$ cat config.mk
export PLATFORM = sky130hd
export DESIGN_NAME = frame_rect_fill
export DESIGN_NICKNAME = d
export VERILOG_FILES = /design/src/rtl/frame_rect_fill.sv
export SDC_FILE = /design/constraint.sdc
export NUM_CORES = 1
export LEC_CHECK = 0
export ABC_CLOCK_PERIOD_IN_PS = 4850
export CORE_UTILIZATION = 50
export CTS_CLUSTER_DIAMETER = 150
export DETAILED_ROUTE_END_ITERATION = 16
export GPL_TIMING_DRIVEN = 0
export PLACE_DENSITY_LB_ADDON = 0.3
export SETUP_SLACK_MARGIN = 0.05
export SYNTH_ARGS = -nofsm -noshare
export SYNTH_HDL_FRONTEND = slang
export SYNTH_SLANG_ARGS = --single-unit
$ cat constraint.sdc
create_clock -name clk -period 4.85 [get_ports clk]
set_input_delay 0.7275 -clock clk [delete_from_list [all_inputs] [get_ports clk]]
set_output_delay 0.7275 -clock clk [all_outputs]
set_load 0.03 [all_outputs]
$ cat src/rtl/frame_rect_fill.sv
// frame_rect_fill: rectangle-fill engine emitting one frame-memory write per cycle in raster order.
// Define RECT_CLIP_EN to clamp rectangles to the frame instead of suppressing off-frame pixels.
module frame_rect_fill #(
  parameter int H_PIXELS = 160,
  parameter int V_PIXELS = 120,
  parameter int ADDR_W = 15,
  parameter int COLOR_W = 24,
  parameter int COORD_W = 8
) (
  input  logic               clk,
  input  logic               rst,
  input  logic               cmd_valid,
  output logic               cmd_ready,
  input  logic [COORD_W-1:0] cmd_x,
  input  logic [COORD_W-1:0] cmd_y,
  input  logic [COORD_W-1:0] cmd_w,
  input  logic [COORD_W-1:0] cmd_h,
  input  logic [COLOR_W-1:0] cmd_color,
  input  logic               abort,
  output logic [ADDR_W-1:0]  wr_addr,
  output logic [COLOR_W-1:0] wr_data,
  output logic               wr_en,
  output logic               busy,
  output logic               done
);
  localparam int AW1 = ADDR_W + 1;
  typedef enum logic [1:0] {IDLE, SETUP, FILL, DONE} state_t;
  state_t state, state_n;
  logic [COORD_W-1:0] x_q, y_q, w_q, h_q, w_eff, h_eff, col, row, col_n, row_n;
  logic [COLOR_W-1:0] color_q;
  logic [ADDR_W-1:0] base, base_n;
  logic [ADDR_W:0] addr_n;
  logic accept, row_end, last, en_n;
`ifdef RECT_CLIP_EN
  function automatic logic [COORD_W-1:0] clamp(input logic [COORD_W-1:0] o, s, input int lim);
    int room;
    room = lim - int'(o);
    return room <= 0 ? '0 : int'(s) > room ? COORD_W'(room) : s;
  endfunction
  assign w_eff = clamp(x_q, w_q, H_PIXELS);
  assign h_eff = clamp(y_q, h_q, V_PIXELS);
  assign en_n = state_n == FILL;
`else
  assign w_eff = w_q;
  assign h_eff = h_q;
  // off-frame pixels still take their cycle but never strobe
  assign en_n = state_n == FILL && int'(x_q) + int'(col_n) < H_PIXELS
                && int'(y_q) + int'(row_n) < V_PIXELS;
`endif
  assign accept = cmd_valid && cmd_ready;
  assign row_end = col == w_eff - COORD_W'(1);
  assign last = row_end && row == h_eff - COORD_W'(1);
  assign addr_n = AW1'(base_n) + AW1'(x_q) + AW1'(col_n);
  always_comb begin
    state_n = state;
    col_n = col;
    row_n = row;
    base_n = base;
    case (state)
      IDLE: state_n = accept ? SETUP : IDLE;
      SETUP: begin
        col_n = '0;
        row_n = '0;
        base_n = ADDR_W'(int'(y_q) * H_PIXELS);
        state_n = abort || w_eff == '0 || h_eff == '0 ? DONE : FILL;
      end
      FILL: begin
        state_n = abort || last ? DONE : FILL;
        col_n = row_end ? '0 : col + COORD_W'(1);
        row_n = row_end ? row + COORD_W'(1) : row;
        base_n = row_end ? base + ADDR_W'(H_PIXELS) : base;
      end
      default: state_n = IDLE;
    endcase
  end
  // the next pixel is computed one cycle ahead so every output is a flop
  always_ff @(posedge clk) begin
    if (rst) begin
      state <= IDLE;
      cmd_ready <= 1'b0;
      wr_addr <= '0;
      wr_data <= '0;
      wr_en <= 1'b0;
      busy <= 1'b0;
      done <= 1'b0;
      col <= '0;
      row <= '0;
      base <= '0;
    end else begin
      state <= state_n;
      col <= col_n;
      row <= row_n;
      base <= base_n;
      cmd_ready <= state_n == IDLE;
      busy <= state_n != IDLE;
      done <= state_n == DONE;
      wr_en <= en_n;
      if (en_n) begin
        wr_addr <= addr_n[ADDR_W-1:0];
        wr_data <= color_q;
      end
      if (accept) begin
        x_q <= cmd_x;
        y_q <= cmd_y;
        w_q <= cmd_w;
        h_q <= cmd_h;
        color_q <= cmd_color;
      end
    end
  end
endmodule

* Word-level counts from Yosys, hierarchy flattened *
Cells that the tools add are included.

word-level totals
  register bits = 132

operators by class
  add/sub/neg operators = 9
  multipliers = 1
  $lt $le $gt $ge = 2
  eq/ne operators = 6
  muxes and demuxes = 10
  bitwise operators = 1
  reduce and logical (&&, ||, !) cells = 13

operators with widths
  operator                                             count
  case mux 8 bit (2 select lines)                      2
  adder 15 x 8 -> 15 bit                               2
  case mux 15 bit (2 select lines)                     1
  adder 8 x 8 -> 9 bit                                 2
  adder 8 x 1 -> 8 bit (second input constant)         2
  == test 8 bit                                        2
  zero test 8 bit                                      2
  2-to-1 mux 8 bit                                     2
  subtractor 8 x 1 -> 8 bit (second input constant)    2
  adder 15 x 8 -> 15 bit (second input constant)       1
  2-to-1 mux 15 bit                                    1
  multiplier 8 x 3 -> 10 bit (second input constant)   1
  < comparator 9 x 7 -> 1 bit (second input constant)  1
  < comparator 9 x 8 -> 1 bit (second input constant)  1
  == test 2 bit (second input constant)                3
  case mux 2 bit (3 select lines)                      1
  logical AND 1 bit                                    4
  zero test 2 bit                                      2
  logical OR 1 bit                                     3
  2-to-1 mux 1 bit                                     3
  == test 2 x 1 -> 1 bit (second input constant)       1
  AND reduction 2 bit                                  1
  nonzero test 2 bit                                   1
  inverter 1 bit                                       1

* Longest topological paths before layout *
Gate-level depths: netlist (run 1).

  word-level depth = 9
  depth in mapped cells = 23

* Least setup slack after synthesis (run 1) *
Ideal clock, no wire load.

  path kind = reg-to-reg
  start = register w_q[0], in the netlist w_eff[0]
  end = register wr_addr[5]
  arrival = 4826 ps
  setup slack = -46 ps
  cell stages (with the launch flop) = 20
  path buffers = 1
  cells stage by stage = edfxtp_1 -> inv_1 -> ha_1 -> nand2_1 -> o31ai_1 -> o2111a_4 -> nand3_1 -> nor2_1 -> nand4_1 -> xor2_1 -> nor2_1 -> ha_1 -> a2111o_1 -> nand3b_1 -> o211ai_1 -> mux2_2 -> or4_1 -> buf_2 -> or3_1 -> a21oi_1

on the way
  elaborated cells between the ends (all ways) = 25
  classes of those cells = 5 x add/sub; 2 x order compare; 2 x eq/ne; 9 x mux; 7 x reduce/logical

RTL lines
  item                             line  RTL
  from (decl)                      29    logic [COORD_W-1:0] x_q, y_q, w_q, h_q, w_eff, h_eff, col, row, col_n, row_n;
  from (signal assigned)           105   w_q <= cmd_w;
  subtractor 8 x 1 -> 8 bit        51    assign row_end = col == w_eff - COORD_W'(1);
  == test 8 bit                    51
  2-to-1 mux 8 bit                 70    row_n = row_end ? row + COORD_W'(1) : row;
  case mux 8 bit (2 select lines)  59    case (state)
  named net row_n[4]               29
  adder 8 x 8 -> 9 bit             48    && int'(y_q) + int'(row_n) < V_PIXELS;
  < comparator 9 x 7 -> 1 bit      48
  logical AND 1 bit                48
  to (signal assigned)             99    wr_addr <= addr_n[ADDR_W-1:0];
  to (decl)                        20    output logic [ADDR_W-1:0] wr_addr,

The timed path passes the listed nets, and every way through them passes these cells.
A chain may end at the register's enable or synchronous reset.

* Final worst setup path (run 1) *
  start = register w_q[0], in the netlist w_eff[0]
  end = register wr_addr[0]

The elaborated chain is that of the path after synthesis.

==> run summary, run 1 <==
Drt pass-1 iters: 6
Inserted Diodes: 0
Static leakage: 3.63 nW
Critical path, cell by cell: inv_2 > ha_4 > xnor2_1 > nor2_2 > o2111a_4 > nand3_4 > nor2_4 > nand4_1 > xor2_1 > nor2_1 > ha_1 > a2111o_1 > nand3b_1 > o211ai_1 > mux2_4 > or4_4 > buf_6 > clkbuf_8 > o21ai_4 > a21oi_1
Ys flop type: dfxtp_1
Reg2reg setup slack: -0.07 ns
PnR worst setup slack: -0.0650 ns
Drt wl/cell: 18.7 µm
Critical path required time: 5.12 ns
Final hold slack: 0.458 ns
Final Cell Area: 9710 µm²
Hold path start: wr_addr[10]
Number of synthesized flops with an enable pin: 56
Slowest CP cell: a2111o_1
First-pass GRT wire length: 31100 µm
Clk sinks: 132
Syn. warnings: 0
Status: finished with violations
Register area share after synthesis: 0.446
Max Cap Viol: 0
Peak supply drop: 0.000336 V
Yosys reg bits: 132
Leading area contributor after synthesis: edfxtp_1
Worst EP arrival: 5.19 ns
Remaining Overflow, GRT: 0
Distinct cells, synth: 78
Hold Path Class: flip-flop to flip-flop
Hold Path Depth: 2
Post-DP HPWL: 14200 µm
Area after DPL: 8450 µm²
Syn nets: 843
Area growth from synthesis to layout: 35.1%
NumNets Final: 988
Final Hold Vio Count: 0
DRC Markers: 0
Initial antenna violation count: 0
Ranking of synthesized cells by area: edfxtp_1 23%, dfxtp_1 21%, ha_1 8.2%, a21oi_1 4.2%, o21ai_0 3.6%
Fmax: 203 MHz
Via-to-Cell Ratio: 5.83
Layout fillers: 1012
Setup CP Type: flip-flop to flip-flop
Starting Density: 0.516
Largest stage delay, worst path: 0.45 ns
CTS tree: done
Area of the core: 13900 µm²
Initial DRC Count: 420
R2R cell count: 20
Slew Viols, Final: 0
Failing checks: negative setup slack
CTS Hold Bufs: 0
Via count: 6200
Worst-skew pair later-pin latency: 0.42 ns
PortBufs: 101
Syn avg cell area: 9.90 µm²
R2R Path End: wr_addr[0]
Final antenna-violating net count: 0
Setup Viol. Count Final: 16
Share of cells above drive strength 1: 0.188
CTS clk-pin slew, worst paths: 0.06 ns
Worst R2R Start: w_eff[0]
Clock root cell: clkbuf_16
CTS buffer count: 17
Die Y: 122 µm
Post-synthesis cell area: 7190 µm²
Final min period: 4.92 ns
IO Pins: 103
PwrDens: 336 nW/µm²
Crit start category: flip-flop
Worst setup EP type: flip-flop
Die area: 14900 µm²
WHS Endpoint: wr_addr[10]
GPL Wtd Cong: 0.883
Syn Inst Count: 726
CP Buf/Inv Count: 3
Crit-path max FO: 10
Vias in the first global route: 6328
Final wirelength: 19900 µm
CP top delay family: simple AND/OR/NAND/NOR gates
Fin crit share: 1.01
Slew @ Worst Pin: 0.742 ns
Largest net degree at the start of global routing: 35
Setup TNS: -0.321 ns
Unrepaired setup endpoints after global routing: true
# rows: 43
Skew final: 0.0107 ns
H-tree Lvls: 4
Slew headroom: 0.501
Top-area cell type share of the netlist area: 0.234
DIE WIDTH: 122 µm
Maximum root-to-sink buffer count: 2
FFs w/ async S/R, synth: 0
Total track usage: 0.273
==> cells in the mapped netlist (all sizes together), types with 4 or more instances <==
library cell	count
o31ai	10
or2	6
a21o	5
and3	11
o21ai	56
o211ai	5
edfxtp	56
clkbuf	32
xnor2	21
a21oi	61
or3	5
a311oi	4
nor2b	6
xor2	19
nand3	37
o21a	5
dfxtp	76
or4	4
ha	47
buf	6
nor3	22
a211oi	5
nand2	42
nand2b	4
and2	11
fa	10
nand4	15
nor4	9
inv	33
nor2	47
==> final cells by class <==
cell class	count	area, µm²	area share
multi-input cells	523	4070	0.419
inverters	33	124	0.0128
repair buffers	129	1250	0.129
well taps	180	225	0.0232
clock inverters	12	135	0.0139
clock buffers	20	489	0.0504
plain buffers	35	214	0.0220
flip-flops and latches	132	3200	0.330
==> cell families (layout without fill, tap and decap cells) <==
family | Yosys count | in the layout | synth area share
and+or+nand+nor | 232 | 232 | 0.176
AOI/OAI and AO/OA | 189 | 189 | 0.174
DFF | 132 | 132 | 0.446
buffers and inverters | 71 | 229 | 0.0383
adders and majority gates | 57 | 57 | 0.110
xor gates and xnor gates | 40 | 40 | 0.0487
muxes | 5 | 5 | 0.00731
==> cells in the final DEF, fill, tap and decap left out, drive strengths merged, types with 6 or more instances in the layout <==
| master | synthesis | routed |
|---|---|---|
| nor3 | 22 | 22 |
| and2 | 11 | 11 |
| nand2 | 42 | 42 |
| nand3 | 37 | 37 |
| nor2b | 6 | 6 |
| a21oi | 61 | 61 |
| o31ai | 10 | 10 |
| dfxtp | 76 | 76 |
| xnor2 | 21 | 21 |
| edfxtp | 56 | 56 |
| nand4 | 15 | 15 |
| clkdlybuf4s50 | 0 | 101 |
| nor2 | 47 | 47 |
| inv | 33 | 38 |
| and3 | 11 | 11 |
| o21ai | 56 | 56 |
| clkbuf | 32 | 44 |
| nor4 | 9 | 9 |
| or2 | 6 | 6 |
| buf | 6 | 39 |
| ha | 47 | 47 |
| xor2 | 19 | 19 |
| fa | 10 | 10 |
==> worst register-to-register path: cells and delay by family, from the launching register on <==
| family | cells | cell delay, ns |
|---|---|---|
| flops | 1 | 0.41 |
| compound gates | 5 | 1.28 |
| xor+xnor | 2 | 0.39 |
| simple gates | 7 | 1.36 |
| fa+ha+maj | 2 | 0.53 |
| mux | 1 | 0.36 |
| buf+inv | 3 | 0.45 |
==> how the worst max path moves through the flow <==
stage,end,start,cells after the start,slack [ns]
after floorplan,wr_addr[5],w_eff[0],19,0.12
after global placement,wr_data[17],w_eff[0],22,-0.59
after detailed placement,wr_data[17],w_eff[0],22,-0.80
after CTS,wr_addr[5],w_eff[2],18,0.04
after global routing,wr_addr[5],w_eff[0],19,-0.20
final,wr_addr[0],w_eff[0],20,-0.07
==> per-layer routing <==
metal  GRT usage  vias to the layer above  wire length, µm
li1            -                     2973                -
met1       0.321                     2948             8170
met2       0.461                      244             9810
met3      0.0899                       35             1530
met4       0.103                        0              440
met5           0                        -                0
==> power by group <==
group          internal [mW]  switching [mW]
Sequential              1.23          0.0429
Combinational          0.248           0.400
Clock                  0.838           0.507
Total                   2.31           0.950
==> per-stage QoR <==
| step | setup WS (ns) | total power [mW] | utilization | instances |
|---|---|---|---|---|
| after global placement | -0.592 | 1.84 | 0.605 | 1007 |
| after CTS | 0.0425 | 3.23 | 0.674 | 1058 |
| final | -0.0650 | 3.26 | 0.697 | 1064 |
| after global routing | -0.201 | 3.38 | 0.697 | 1064 |
| after detailed placement | -0.804 | 1.86 | 0.607 | 1008 |
| after floorplan | 0.122 | 1.63 | - | 726 |
==> flip-flops by register name (all words and copies together), names as in the netlist, 15 cells and up <==
signal and count:
base 15, wr_addr 15, wr_data 24, color_q 24
==> what timing repair did <==
action / CTS / global route
setup endpoints to repair: 40 / 40
gates resized for setup: 52 / 109
buffers inserted: 20 / 7
pin swaps: 16 / 21
Note: power is estimated with default switching activity, not from simulation.
==> run 2: changes to the inputs <==
--- a/config.mk
+++ b/config.mk
@@ -11,7 +11,9 @@
 export DETAILED_ROUTE_END_ITERATION = 16
 export GPL_TIMING_DRIVEN = 0
 export PLACE_DENSITY_LB_ADDON = 0.3
+export REMOVE_ABC_BUFFERS = 1
 export SETUP_SLACK_MARGIN = 0.05
 export SYNTH_ARGS = -nofsm -noshare
 export SYNTH_HDL_FRONTEND = slang
 export SYNTH_SLANG_ARGS = --single-unit
+export TNS_END_PERCENT = 10
==> run 2 against run 1 <==
Compared with the run above:
- worst hold slack barely moved
- the run now ends clean
- critical path type unchanged
- largest cell class unchanged
- cell count fell by 1.4%
- total power rose by 1.9%
- die area did not move
==> run summary, run 2 (synthesis results as in run 1) <==
PwrDens: 343 nW/µm²
Largest net degree at the start of global routing: 37
Via-to-Cell Ratio: 6.00
Maximum root-to-sink buffer count: 2
Static leakage: 3.65 nW
CTS clk-pin slew, worst paths: 0.06 ns
Critical path required time: 5.21 ns
Fmax: 206 MHz
Slew @ Worst Pin: 1.22 ns
Worst EP arrival: 5.21 ns
Vias in the first global route: 6135
CP Buf/Inv Count: 0
Setup CP Type: flip-flop to flip-flop
Peak supply drop: 0.000299 V
Slowest CP cell: or4_4
GPL Wtd Cong: 0.869
CP top delay family: simple AND/OR/NAND/NOR gates
Critical path, cell by cell: nor4_4 > and3_4 > o2111a_4 > nand3_4 > nor2_4 > nand4_1 > xor2_1 > nor2_1 > ha_1 > a2111o_1 > nand3b_1 > o211ai_1 > mux2_4 > or4_4 > or3_4 > a21oi_2
Share of cells above drive strength 1: 0.170
Area occupied by registers: 3200 µm²
Crit-path max FO: 6
Skew final: 0.00716 ns
CTS Hold Bufs: 0
First-pass GRT wire length: 31000 µm
Finished Core Util: 0.696
CTS tree: done
Final min period: 4.85 ns
# rows: 43
Final Hold Vio Count: 0
Starting Density: 0.516
Slew Viols, Final: 0
H-tree Lvls: 4
DIE WIDTH: 122 µm
Status: finished, final reports clean
Post-DP HPWL: 12900 µm
Commonest non-fill, non-tap cell in the layout: clkdlybuf4s50_1
Clock root cell: clkbuf_16
IO Pins: 103
Hold Path Class: flip-flop to flip-flop
Final antenna-violating net count: 0
Initial antenna violation count: 0
Drt wl/cell: 19.6 µm
Total track usage: 0.275
Clk sinks: 132
Final Cell Area: 9690 µm²
Unrepaired setup endpoints after global routing: true
Die Y: 122 µm
Initial DRC Count: 511
Remaining Overflow, GRT: 0
Fin crit share: 0.999
Worst setup EP type: flip-flop
Die area: 14900 µm²
Area of the multi-input gates: 4040 µm²
Area of the core: 13900 µm²
NumNets Final: 973
Crit start category: flip-flop
Area growth from synthesis to layout: 34.8%
Worst-skew pair later-pin latency: 0.43 ns
Via count: 6298
Total power: 3.33 mW
Leading cell types in the layout, fill and taps excluded: 101 x clkdlybuf4s50_1, 76 x dfxtp_1, 58 x a21oi_1, 56 x edfxtp_1, 44 x ha_1
Layout fillers: 1000
PortBufs: 102
Area after DPL: 8380 µm²
Max Cap Viol: 0
DRC Markers: 0
Biggest regs: color_q x24, wr_data x24
Final wirelength: 20600 µm
Drt pass-1 iters: 5
Setup Viol. Count Final: 0
Inserted Diodes: 0
Largest stage delay, worst path: 0.52 ns
Slew headroom: 0.180
CTS buffer count: 17
==> run 2: metrics by stage <==
| step | hold WS [ns] | setup WS, ns | std cells | setup TNS (ns) |
|---|---|---|---|---|
| 2_1_floorplan | 0.444 | -0.515 | 688 | -8.63 |
| 3_3_place_gp | 0.439 | -1.95 | 970 | -132.11 |
| 3_5_place_dp | 0.444 | -1.49 | 975 | -54.42 |
| 4_1_cts | 0.455 | 0.0229 | 1035 | 0 |
| 5_1_grt | 0.487 | -0.156 | 1049 | -3.62 |
| 6_report | 0.458 | 0.00492 | 1049 | 0 |
==> run 2: worst paths after layout <==
kind / start / to / slack [ns] / depth (start not counted)
max reg2reg: w_eff[5] / wr_addr[5] / 0.005 / 16
min reg2reg: wr_addr[10] / wr_addr[10] / 0.46 / 2
max: w_eff[5] / wr_addr[5] / 0.005 / 16
min: wr_addr[10] / wr_addr[10] / 0.46 / 2
==> run 2: power breakdown <==
group / internal [mW] / leakage, nW / switching, mW
combinational: 0.265 / 2.22 / 0.395
clock: 0.871 / 0.305 / 0.527
sequential: 1.23 / 1.12 / 0.0412
total: 2.36 / 3.65 / 0.963
==> run 2: layout make-up <==
cell class / instances / share of cell area
clock buffer: 19 / 0.0447
clock inverter: 13 / 0.0203
inverter: 33 / 0.0132
multi-input combinational: 526 / 0.417
sequential: 132 / 0.330
tap: 180 / 0.0232
timing repair buffer: 146 / 0.151
==> run 2: layer usage <==
layer | global-route usage | share of wire | up-vias
li1 | - | - | 2939
met1 | 0.342 | 0.42 | 3096
met2 | 0.451 | 0.48 | 229
met3 | 0.0707 | 0.068 | 34
met4 | 0.116 | 0.026 | 0
met5 | 0 | 0 | -
==> run 2: tightest hold or removal path, cell delays in order, from the launching register on <==
cell and delay (ns):
dfxtp_1 0.31, nand2_1 0.06, o21ai_1 0.05
==> run 2: what timing repair did <==
item	in CTS	in global routing
gates cloned	3	1
endpoints found under the setup margin	40	40
gates resized for setup	40	51
pin swaps	16	27
setup buffers	25	13
==> run 3: changes to the inputs <==
--- a/config.mk
+++ b/config.mk
@@ -6,7 +6,7 @@
 export NUM_CORES = 1
 export LEC_CHECK = 0
 export ABC_CLOCK_PERIOD_IN_PS = 4850
-export CORE_UTILIZATION = 50
+export CORE_UTILIZATION = 45
 export CTS_CLUSTER_DIAMETER = 150
 export DETAILED_ROUTE_END_ITERATION = 16
 export GPL_TIMING_DRIVEN = 0
==> run 3 against run 2 <==
Compared with the run above:
- the run now ends with max-capacitance violations, max-slew violations, negative setup slack left
- maximum frequency shrank 1.7%
- non-clock buffer count decreased by 8
- die area grew 11%
- worst setup slack got worse by 0.083 ns
- count of clock-buffer cells in the layout is 2 lower
- register-to-register slack got worse by 0.08 ns
- sequential share of layout area is 0.32 points higher
- sequential power is essentially flat
- routed wire length shrank 2.3%
- total power is 5.9% lower
- critical path depth increased by 1
- clock power is 12% lower
- critical path type unchanged
- highest routed layer unchanged
==> run summary, run 3 (synthesis results as in run 1) <==
Area of the core: 15400 µm²
Failing checks: max-capacitance violations, max-slew violations, negative setup slack
Slew Viols, Final: 9
Fmax: 203 MHz
Final Cell Area: 9600 µm²
First-pass GRT wire length: 31600 µm
Worst setup EP type: flip-flop
Slew @ Worst Pin: 1.50 ns
Commonest non-fill, non-tap cell in the layout: clkdlybuf4s50_1
Unrepaired setup endpoints after global routing: true
Remaining Overflow, GRT: 0
Fin cells: 1073
R2R cell count: 17
Via-to-Cell Ratio: 5.71
Initial antenna violation count: 0
PortBufs: 102
Starting Density: 0.468
Static leakage: 3.56 nW
Inserted Diodes: 0
IO Pins: 103
Setup TNS: -0.525 ns
Final wirelength: 20100 µm
Finished Core Util: 0.625
GPL Wtd Cong: 0.852
Max Cap Viol: 1
Reg2reg setup slack: -0.08 ns
CP Buf/Inv Count: 1
Area after DPL: 8420 µm²
CP top delay family: simple AND/OR/NAND/NOR gates
Critical path, cell by cell: nor4_4 > and3_4 > o2111a_4 > nand3_4 > nor2_4 > nand4_1 > xor2_1 > nor2_1 > ha_1 > a2111o_1 > nand3b_1 > o211ai_1 > mux2_4 > buf_6 > or4_2 > o21ai_1 > a21oi_1
R2R Path End: wr_data[6]
Largest net degree at the start of global routing: 46
NumNets Final: 966
Drt pass-1 iters: 7
Via count: 6129
CTS Hold Bufs: 0
Crit path to: wr_data[6]
PnR worst setup slack: -0.0781 ns
WP depth: 17
CTS clk-pin slew, worst paths: 0.06 ns
Final min period: 4.93 ns
# rows: 45
Setup Viol. Count Final: 12
Maximum root-to-sink buffer count: 2
Skew final: 0.0105 ns
H-tree Lvls: 4
Biggest regs: color_q x24, wr_data x24
Initial DRC Count: 357
Crit start category: flip-flop
Total track usage: 0.249
Crit-path max FO: 6
Layout fillers: 1215
PwrDens: 326 nW/µm²
Worst R2R Start: w_eff[3]
Peak supply drop: 0.000278 V
Clock root cell: clkbuf_16
Fin crit share: 1.02
Slew headroom: -0.00896
Hold path start: wr_addr[8]
Status: finished with violations
Final Hold Vio Count: 0
Drt wl/cell: 18.7 µm
Critical path required time: 5.15 ns
CTS buffer count: 17
Post-DP HPWL: 12800 µm
Share of cells above drive strength 1: 0.160
Worst EP arrival: 5.23 ns
Worst-skew pair later-pin latency: 0.42 ns
Dpl cells: 1006
Leading cell types in the layout, fill and taps excluded: 101 x clkdlybuf4s50_1, 76 x dfxtp_1, 58 x a21oi_1, 56 x edfxtp_1, 43 x ha_1
Final antenna-violating net count: 0
Total power: 3.13 mW
Area growth from synthesis to layout: 33.5%
Hold Path Class: flip-flop to flip-flop
Die area: 16500 µm²
Crit. Startpoint: w_eff[3]
Die Y: 128 µm
DIE WIDTH: 128 µm
DRC Markers: 0
Setup CP Type: flip-flop to flip-flop
Vias in the first global route: 6169
Largest stage delay, worst path: 0.66 ns
CTS tree: done
Clk sinks: 132
Slowest CP cell: or4_2
[run 3: where the power goes]
group          internal (mW)  switching [mW]
clock                  0.707           0.523
sequential              1.23          0.0432
combinational          0.246           0.383
[run 3: timing repair]
item                       in CTS  in global routing
cloned                          2                  3
pin swaps                      21                 31
setup endpoints to repair      40                 40
setup buffers                  15                 15
resized for setup              47                 50
[run 3: worst min-delay path: cells and delay by family (launching register included)]
family         cells  cell delay (ns)
flip-flops         1             0.32
AO/OA/AOI/OAI      2             0.10
[run 3: final cells by class]
cell class	instances	area [µm²]	area share
Multi-Input combinational cell	527	4060	0.423
Clock buffer	17	425	0.0443
Sequential cell	132	3200	0.334
Clock inverter	15	130	0.0136
Timing Repair Buffer	138	1390	0.145
Tap cell	211	264	0.0275
Inverter	33	124	0.0129
[run 3: metrics by stage]
step | hold WS (ns) | setup slack [ns]
global route | 0.497 | -0.269
floorplan | 0.444 | -0.515
detailed placement | 0.451 | -1.67
CTS | 0.462 | -0.0485
global placement | 0.438 | -2.17
finish | 0.468 | -0.0781
[run 3: worst min path at each step]
stage             endpoint  slack (ns)  cells past startpoint
2_1_floorplan      base[0]        0.44                      1
3_3_place_gp   wr_addr[10]        0.44                      2
3_5_place_dp   wr_addr[10]        0.45                      2
4_1_cts        wr_addr[10]        0.46                      2
5_1_grt         wr_addr[8]        0.50                      2
6_report        wr_addr[8]        0.47                      2
[run 3: layer usage]
metal	GRT usage	vias up	part of all wire
met5	0	-	0
met4	0.0740	0	0.019
met3	0.0765	26	0.080
met2	0.417	211	0.48
met1	0.307	2946	0.42
li1	-	2946	-
